### src/rtl/vga_mem_arbiter.sv
// ---------------------------------------------------------------------------
// vga_mem_arbiter
// Shares one synchronous RAM (1-cycle read latency) between the VGA text-mode
// read master and the CPU data bus. A VGA strobe always owns the RAM in its
// cycle. CPU accesses are placed in the idle cycles that the VGA fetch pattern
// leaves, and i_vga_access gives one cycle of warning before each VGA strobe.
//
// Ports
//   i_clk, i_reset_n            clock, asynchronous active-low reset
//   i_vga_addr/cs/access        VGA read request plus next-cycle warning
//   o_vga_dat                   RAM read data passed straight to VGA
//   i_cpu_addr/dat/cs/we        CPU request, held until o_cpu_ack
//   o_cpu_dat, o_cpu_ack        CPU read data and one-cycle completion pulse
//   o_ram_addr/dat/cs/we        RAM command
//   i_ram_dat                   RAM read data, one cycle after o_ram_cs
//
// Optional build macro MEM_ARB_STATS_EN adds:
//   o_stall_cnt[15:0]           saturating count of denied CPU request cycles
//   o_collision                 sticky flag, VGA strobe seen during a CPU cycle
// ---------------------------------------------------------------------------
module vga_mem_arbiter #(
    parameter int unsigned ADDR_W = 16,
    parameter int unsigned DATA_W = 16
) (
    input  logic              i_clk,
    input  logic              i_reset_n,
    input  logic [ADDR_W-1:0] i_vga_addr,
    input  logic              i_vga_cs,
    input  logic              i_vga_access,
    output logic [DATA_W-1:0] o_vga_dat,
    input  logic [ADDR_W-1:0] i_cpu_addr,
    input  logic [DATA_W-1:0] i_cpu_dat,
    input  logic              i_cpu_cs,
    input  logic              i_cpu_we,
    output logic [DATA_W-1:0] o_cpu_dat,
    output logic              o_cpu_ack,
    output logic [ADDR_W-1:0] o_ram_addr,
    output logic [DATA_W-1:0] o_ram_dat,
    output logic              o_ram_cs,
    output logic              o_ram_we,
    input  logic [DATA_W-1:0] i_ram_dat
`ifdef MEM_ARB_STATS_EN
    ,
    output logic [15:0]       o_stall_cnt,
    output logic              o_collision
`endif
);

    localparam logic [1:0] IDLE    = 2'd0;
    localparam logic [1:0] CPU_CYC = 2'd1;
    localparam logic [1:0] CPU_ACK = 2'd2;

    logic [1:0]        state;
    logic [1:0]        state_nxt;
    logic              latch_req;
    logic [ADDR_W-1:0] cpu_addr_q;
    logic [DATA_W-1:0] cpu_dat_q;
    logic              cpu_we_q;
    logic [DATA_W-1:0] cpu_rdat_q;
    logic              rd_done;

    // Next-state logic; a VGA strobe inside CPU_CYC drops the CPU cycle
    always_comb begin
        state_nxt = state;
        latch_req = 1'b0;
        case (state)
            IDLE: begin
                if (i_cpu_cs && !i_vga_access) begin
                    state_nxt = CPU_CYC;
                    latch_req = 1'b1;
                end
            end
            CPU_CYC: state_nxt = i_vga_cs ? IDLE : CPU_ACK;
            CPU_ACK: state_nxt = IDLE;
            default: state_nxt = IDLE;
        endcase
    end

    // State register
    always_ff @(posedge i_clk or negedge i_reset_n) begin
        if (!i_reset_n) begin
            state <= IDLE;
        end else begin
            state <= state_nxt;
        end
    end

    // Captured CPU request, held through CPU_CYC and CPU_ACK
    always_ff @(posedge i_clk or negedge i_reset_n) begin
        if (!i_reset_n) begin
            cpu_addr_q <= '0;
            cpu_dat_q  <= '0;
            cpu_we_q   <= 1'b0;
        end else if (latch_req) begin
            cpu_addr_q <= i_cpu_addr;
            cpu_dat_q  <= i_cpu_dat;
            cpu_we_q   <= i_cpu_we;
        end
    end

    // Ack is high exactly in CPU_ACK, i.e. only after an uncontested RAM cycle
    always_ff @(posedge i_clk or negedge i_reset_n) begin
        if (!i_reset_n) begin
            o_cpu_ack <= 1'b0;
        end else begin
            o_cpu_ack <= (state == CPU_CYC) && !i_vga_cs;
        end
    end

    // RAM data arrives in the ack cycle: forward it then, hold it afterwards
    assign rd_done   = o_cpu_ack && !cpu_we_q;
    assign o_cpu_dat = rd_done ? i_ram_dat : cpu_rdat_q;

    always_ff @(posedge i_clk or negedge i_reset_n) begin
        if (!i_reset_n) begin
            cpu_rdat_q <= '0;
        end else if (rd_done) begin
            cpu_rdat_q <= i_ram_dat;
        end
    end

    // RAM command mux; the VGA strobe overrides everything and never writes
    always_comb begin
        o_ram_addr = cpu_addr_q;
        o_ram_dat  = cpu_dat_q;
        o_ram_cs   = 1'b0;
        o_ram_we   = 1'b0;
        if (i_vga_cs) begin
            o_ram_addr = i_vga_addr;
            o_ram_cs   = 1'b1;
        end else if (state == CPU_CYC) begin
            o_ram_cs   = 1'b1;
            o_ram_we   = cpu_we_q;
        end
    end

    assign o_vga_dat = i_ram_dat;

`ifdef MEM_ARB_STATS_EN
    // Denied-request counter and sticky collision flag
    always_ff @(posedge i_clk or negedge i_reset_n) begin
        if (!i_reset_n) begin
            o_stall_cnt <= 16'd0;
            o_collision <= 1'b0;
        end else begin
            if ((state == IDLE) && i_cpu_cs && i_vga_access && (o_stall_cnt != 16'hFFFF)) begin
                o_stall_cnt <= o_stall_cnt + 16'd1;
            end
            if ((state == CPU_CYC) && i_vga_cs) begin
                o_collision <= 1'b1;
            end
        end
    end
`endif

endmodule

### config.mk
export PLATFORM = sky130hd
export DESIGN_NAME = vga_mem_arbiter
export DESIGN_NICKNAME = d
export VERILOG_FILES = /design/src/rtl/vga_mem_arbiter.sv
export SDC_FILE = /design/constraint.sdc
export NUM_CORES = 1
export LEC_CHECK = 0
export CORE_AREA = 2 2 82 84
export CTS_CLUSTER_SIZE = 12
export DETAILED_ROUTE_END_ITERATION = 10
export DIE_AREA = 0 0 84 86
export HOLD_SLACK_MARGIN = 0.03
export PLACE_DENSITY = 0.78
export SYNTH_ARGS = -nofsm -noshare
export SYNTH_HDL_FRONTEND = slang
export SYNTH_SLANG_ARGS = --single-unit
export TNS_END_PERCENT = 50
### constraint.sdc
create_clock -name i_clk -period 1.8 [get_ports i_clk]
set_input_delay 0.27 -clock i_clk [delete_from_list [all_inputs] [get_ports i_clk]]
set_output_delay 0.27 -clock i_clk [all_outputs]
set_load 0.02 [all_outputs]
==> out/results.txt <==
CTS buffer count: 5
DRT Pass-1 Iters: 4
worst skew pair latency: 0.30 ns
crit-path max FO: 8
most frequent cells in the layout: clkdlybuf4s50_1, mux2_2, dfrtp_1
sequential share of the synthesized area: 0.573
mapped cell area: 0.00227 mm2
NumNets Final: 350
drt first-iter violations: 27
Rel. slew slack: 0.681
Leak Pwr: 1.61 nW
# clock sinks: 52
Ant. Diodes: 0
first-pass GRT wire length: 8.56 mm
Non-Filler Instances: 357
vias in the first global route: 1678
drt via density: 4.54
count of state elements after synthesis: 52
filler cell count: 511
reg2reg start: state[0]
Yosys cell types: 12
slowest CP cell: dfrtp_1
GR Util All Layers: 0.150
Max Buffers Root-to-Sink: 2
GRT met3 Usage: 0.0462
# port buffers: 136
wire per inst: 15.0 um
Rows: 29
Max Cap Violations: 0
status: completed
f_max: 571 MHz
Syn Inst Count: 147
Hold Crit Start: i_vga_cs
Worst Path Required: 1.53 ns
commonest non-fill, non-tap cell in the layout: clkdlybuf4s50_1
fin crit period: 1.75 ns
GRT busiest layer: met2
final wirelength: 5.37 mm
dpl cells: 347
Total Power: 3.56 mW
routed vias: 1622
Ys Warns: 0
Die H: 86 um
full die area: 0.00722 mm2
R2R cell count: 4
TritonCTS clock tree: built
# setup viols final: 0
met1 Resource Use GR: 0.174
CP max stage delay: 0.39 ns
post-route clock period utilization: 0.972
ANT nets after route: 0
slew of the pin with the lowest slew margin: 0.478 ns
final hold vios: 0
total global routing overflow: 0
Die Width: 84 um
Critical Path AT: 1.48 ns
Worst Skew: 0.00517 ns
Area Overhead vs Synth: 65.6%
syn_nets: 217
clock-pin slew on the worst setup and hold paths: 0.08 ns
Core Footprint: 0.00628 mm2
largest net degree at the start of global routing: 35
CP Class: register to output port
Hold EP: state[1]
Max VDD drop: 0.000447 V
Power Dens Cells: 946 mW/mm2
Worst Hold Depth: 3
Starting Density: 0.362
reg-to-reg endpoint: cpu_addr_q[8]
layout cell share with drive strength beyond 1: 0.382
crit path from: cpu_we_q
root buffer cell: clkbuf_8
RSZ-0062 raised after global routing: yes
# DRC: 0
worst reg2reg setup slack: 0.20 ns
dpl hpwl: 3.95 mm
Cell Area, Placed: 0.00366 mm2
CP Launch Type: register
critical path cell sequence: nand2b_4 > buf_12 > mux2_4 > buf_4
Avg Synthesized Cell Area: 15.4 um2
antenna violations before repair: 0
CTS H-tree depth: 2
GR Util met2: 0.269
gpl congestion: 0.680
Hold/Removal Path Class: input pin to register
IO Count: 137
Final Max Tran Viols: 0
CP endpoint kind: output port
post-route cell area: 0.00376 mm2
## where the power goes
group / total, mW / switching (mW) / internal (mW) / leakage [nW]
clock network: 0.622 / 0.357 / 0.265 / 0.0410
registers: 1.53 / 0.101 / 1.43 / 0.615
logic: 1.40 / 0.637 / 0.768 / 0.955
total: 3.56 / 1.09 / 2.46 / 1.61
## sequential cells by signal, indices dropped and copies added, names as in the netlist
name and cells:
cpu_we_q 1, o_cpu_ack 1, state 2, o_ram_dat 16, cpu_rdat_q 16, cpu_addr_q 16
## through the flow
| step | hold WS (ns) | worst slack (ns) | TNS (ns) | utilization |
|---|---|---|---|---|
| floorplan | -0.0256 | 0.212 | 0 | - |
| finish | 0.402 | 0.0498 | 0 | 0.599 |
| global route | 0.425 | -0.0169 | -0.110 | 0.599 |
| detailed placement | 0.253 | -0.374 | -5.64 | 0.583 |
| global placement | 0.256 | -0.337 | -5.36 | 0.583 |
| CTS | 0.459 | -0.104 | -1.13 | 0.590 |
## layer usage
| layer | part of all wire | routed length, um | up-vias |
|---|---|---|---|
| li1 | - | - | 764 |
| met1 | 0.40 | 2170 | 772 |
| met2 | 0.51 | 2750 | 76 |
| met3 | 0.067 | 360 | 10 |
| met4 | 0.016 | 87 | 0 |
| met5 | 0 | 0 | - |
## area by class of cell
class	instances	area (um2)	share of cell area
Clock inverter	1	5.00	0.00133
Multi-Input combinational cell	71	807	0.215
Sequential cell	52	1300	0.346
Timing Repair Buffer	149	1470	0.392
Tap cell	77	96.3	0.0256
Inverter	1	3.75	0.000999
Clock buffer	6	72.6	0.0193
## how the worst max path moves through the flow
| stage | to | slack (ns) | depth (start not counted) |
|---|---|---|---|
| after detailed placement | o_ram_we | -0.37 | 5 |
| after global placement | o_ram_we | -0.34 | 5 |
| after CTS | o_ram_addr[14] | -0.10 | 4 |
| final | o_cpu_dat[11] | 0.05 | 4 |
| after global routing | o_cpu_dat[4] | -0.02 | 4 |
| after floorplan | o_cpu_dat[10] | 0.21 | 4 |
## synthesized netlist by cell type
| cell type | number | area [um2] |
|---|---|---|
| mux2_2 | 64 | 721 |
| dfrtp_1 | 52 | 1300 |
| buf_4 | 16 | 120 |
| buf_2 | 4 | 20.0 |
| buf_6 | 3 | 33.8 |
| nor3b_1 | 2 | 15.0 |
| a21o_1 | 1 | 7.51 |
| and2_1 | 1 | 6.26 |
| inv_1 | 1 | 3.75 |
| mux2_1 | 1 | 11.3 |
| nand2b_1 | 1 | 6.26 |
| nor4b_4 | 1 | 23.8 |
## worst max-delay path, delay by kind of cell (launching register included)
kind | cells | cell delay, ns
mux | 1 | 0.31
buf+inv | 2 | 0.31
flops | 1 | 0.39
simple gates | 1 | 0.18
## timing repair
action	in CTS	in global routing
endpoints found under the setup margin	34	32
resized for setup	97	18
hold buffers	1	0
pin swaps	0	0
cloned	1	1
buffers inserted	0	0
hold endpoints to repair	19	0
## cells by family (layout without fill, tap and decap cells)
family,count (synthesis),after routing,share of synthesized area
and+or+nand+nor,5,5,0.0226
muxes,65,65,0.322
AOI/OAI and AO/OA,1,1,0.00331
buffers and inverters,24,157,0.0783
DFF,52,52,0.573
(Power assumes the default switching activity.)
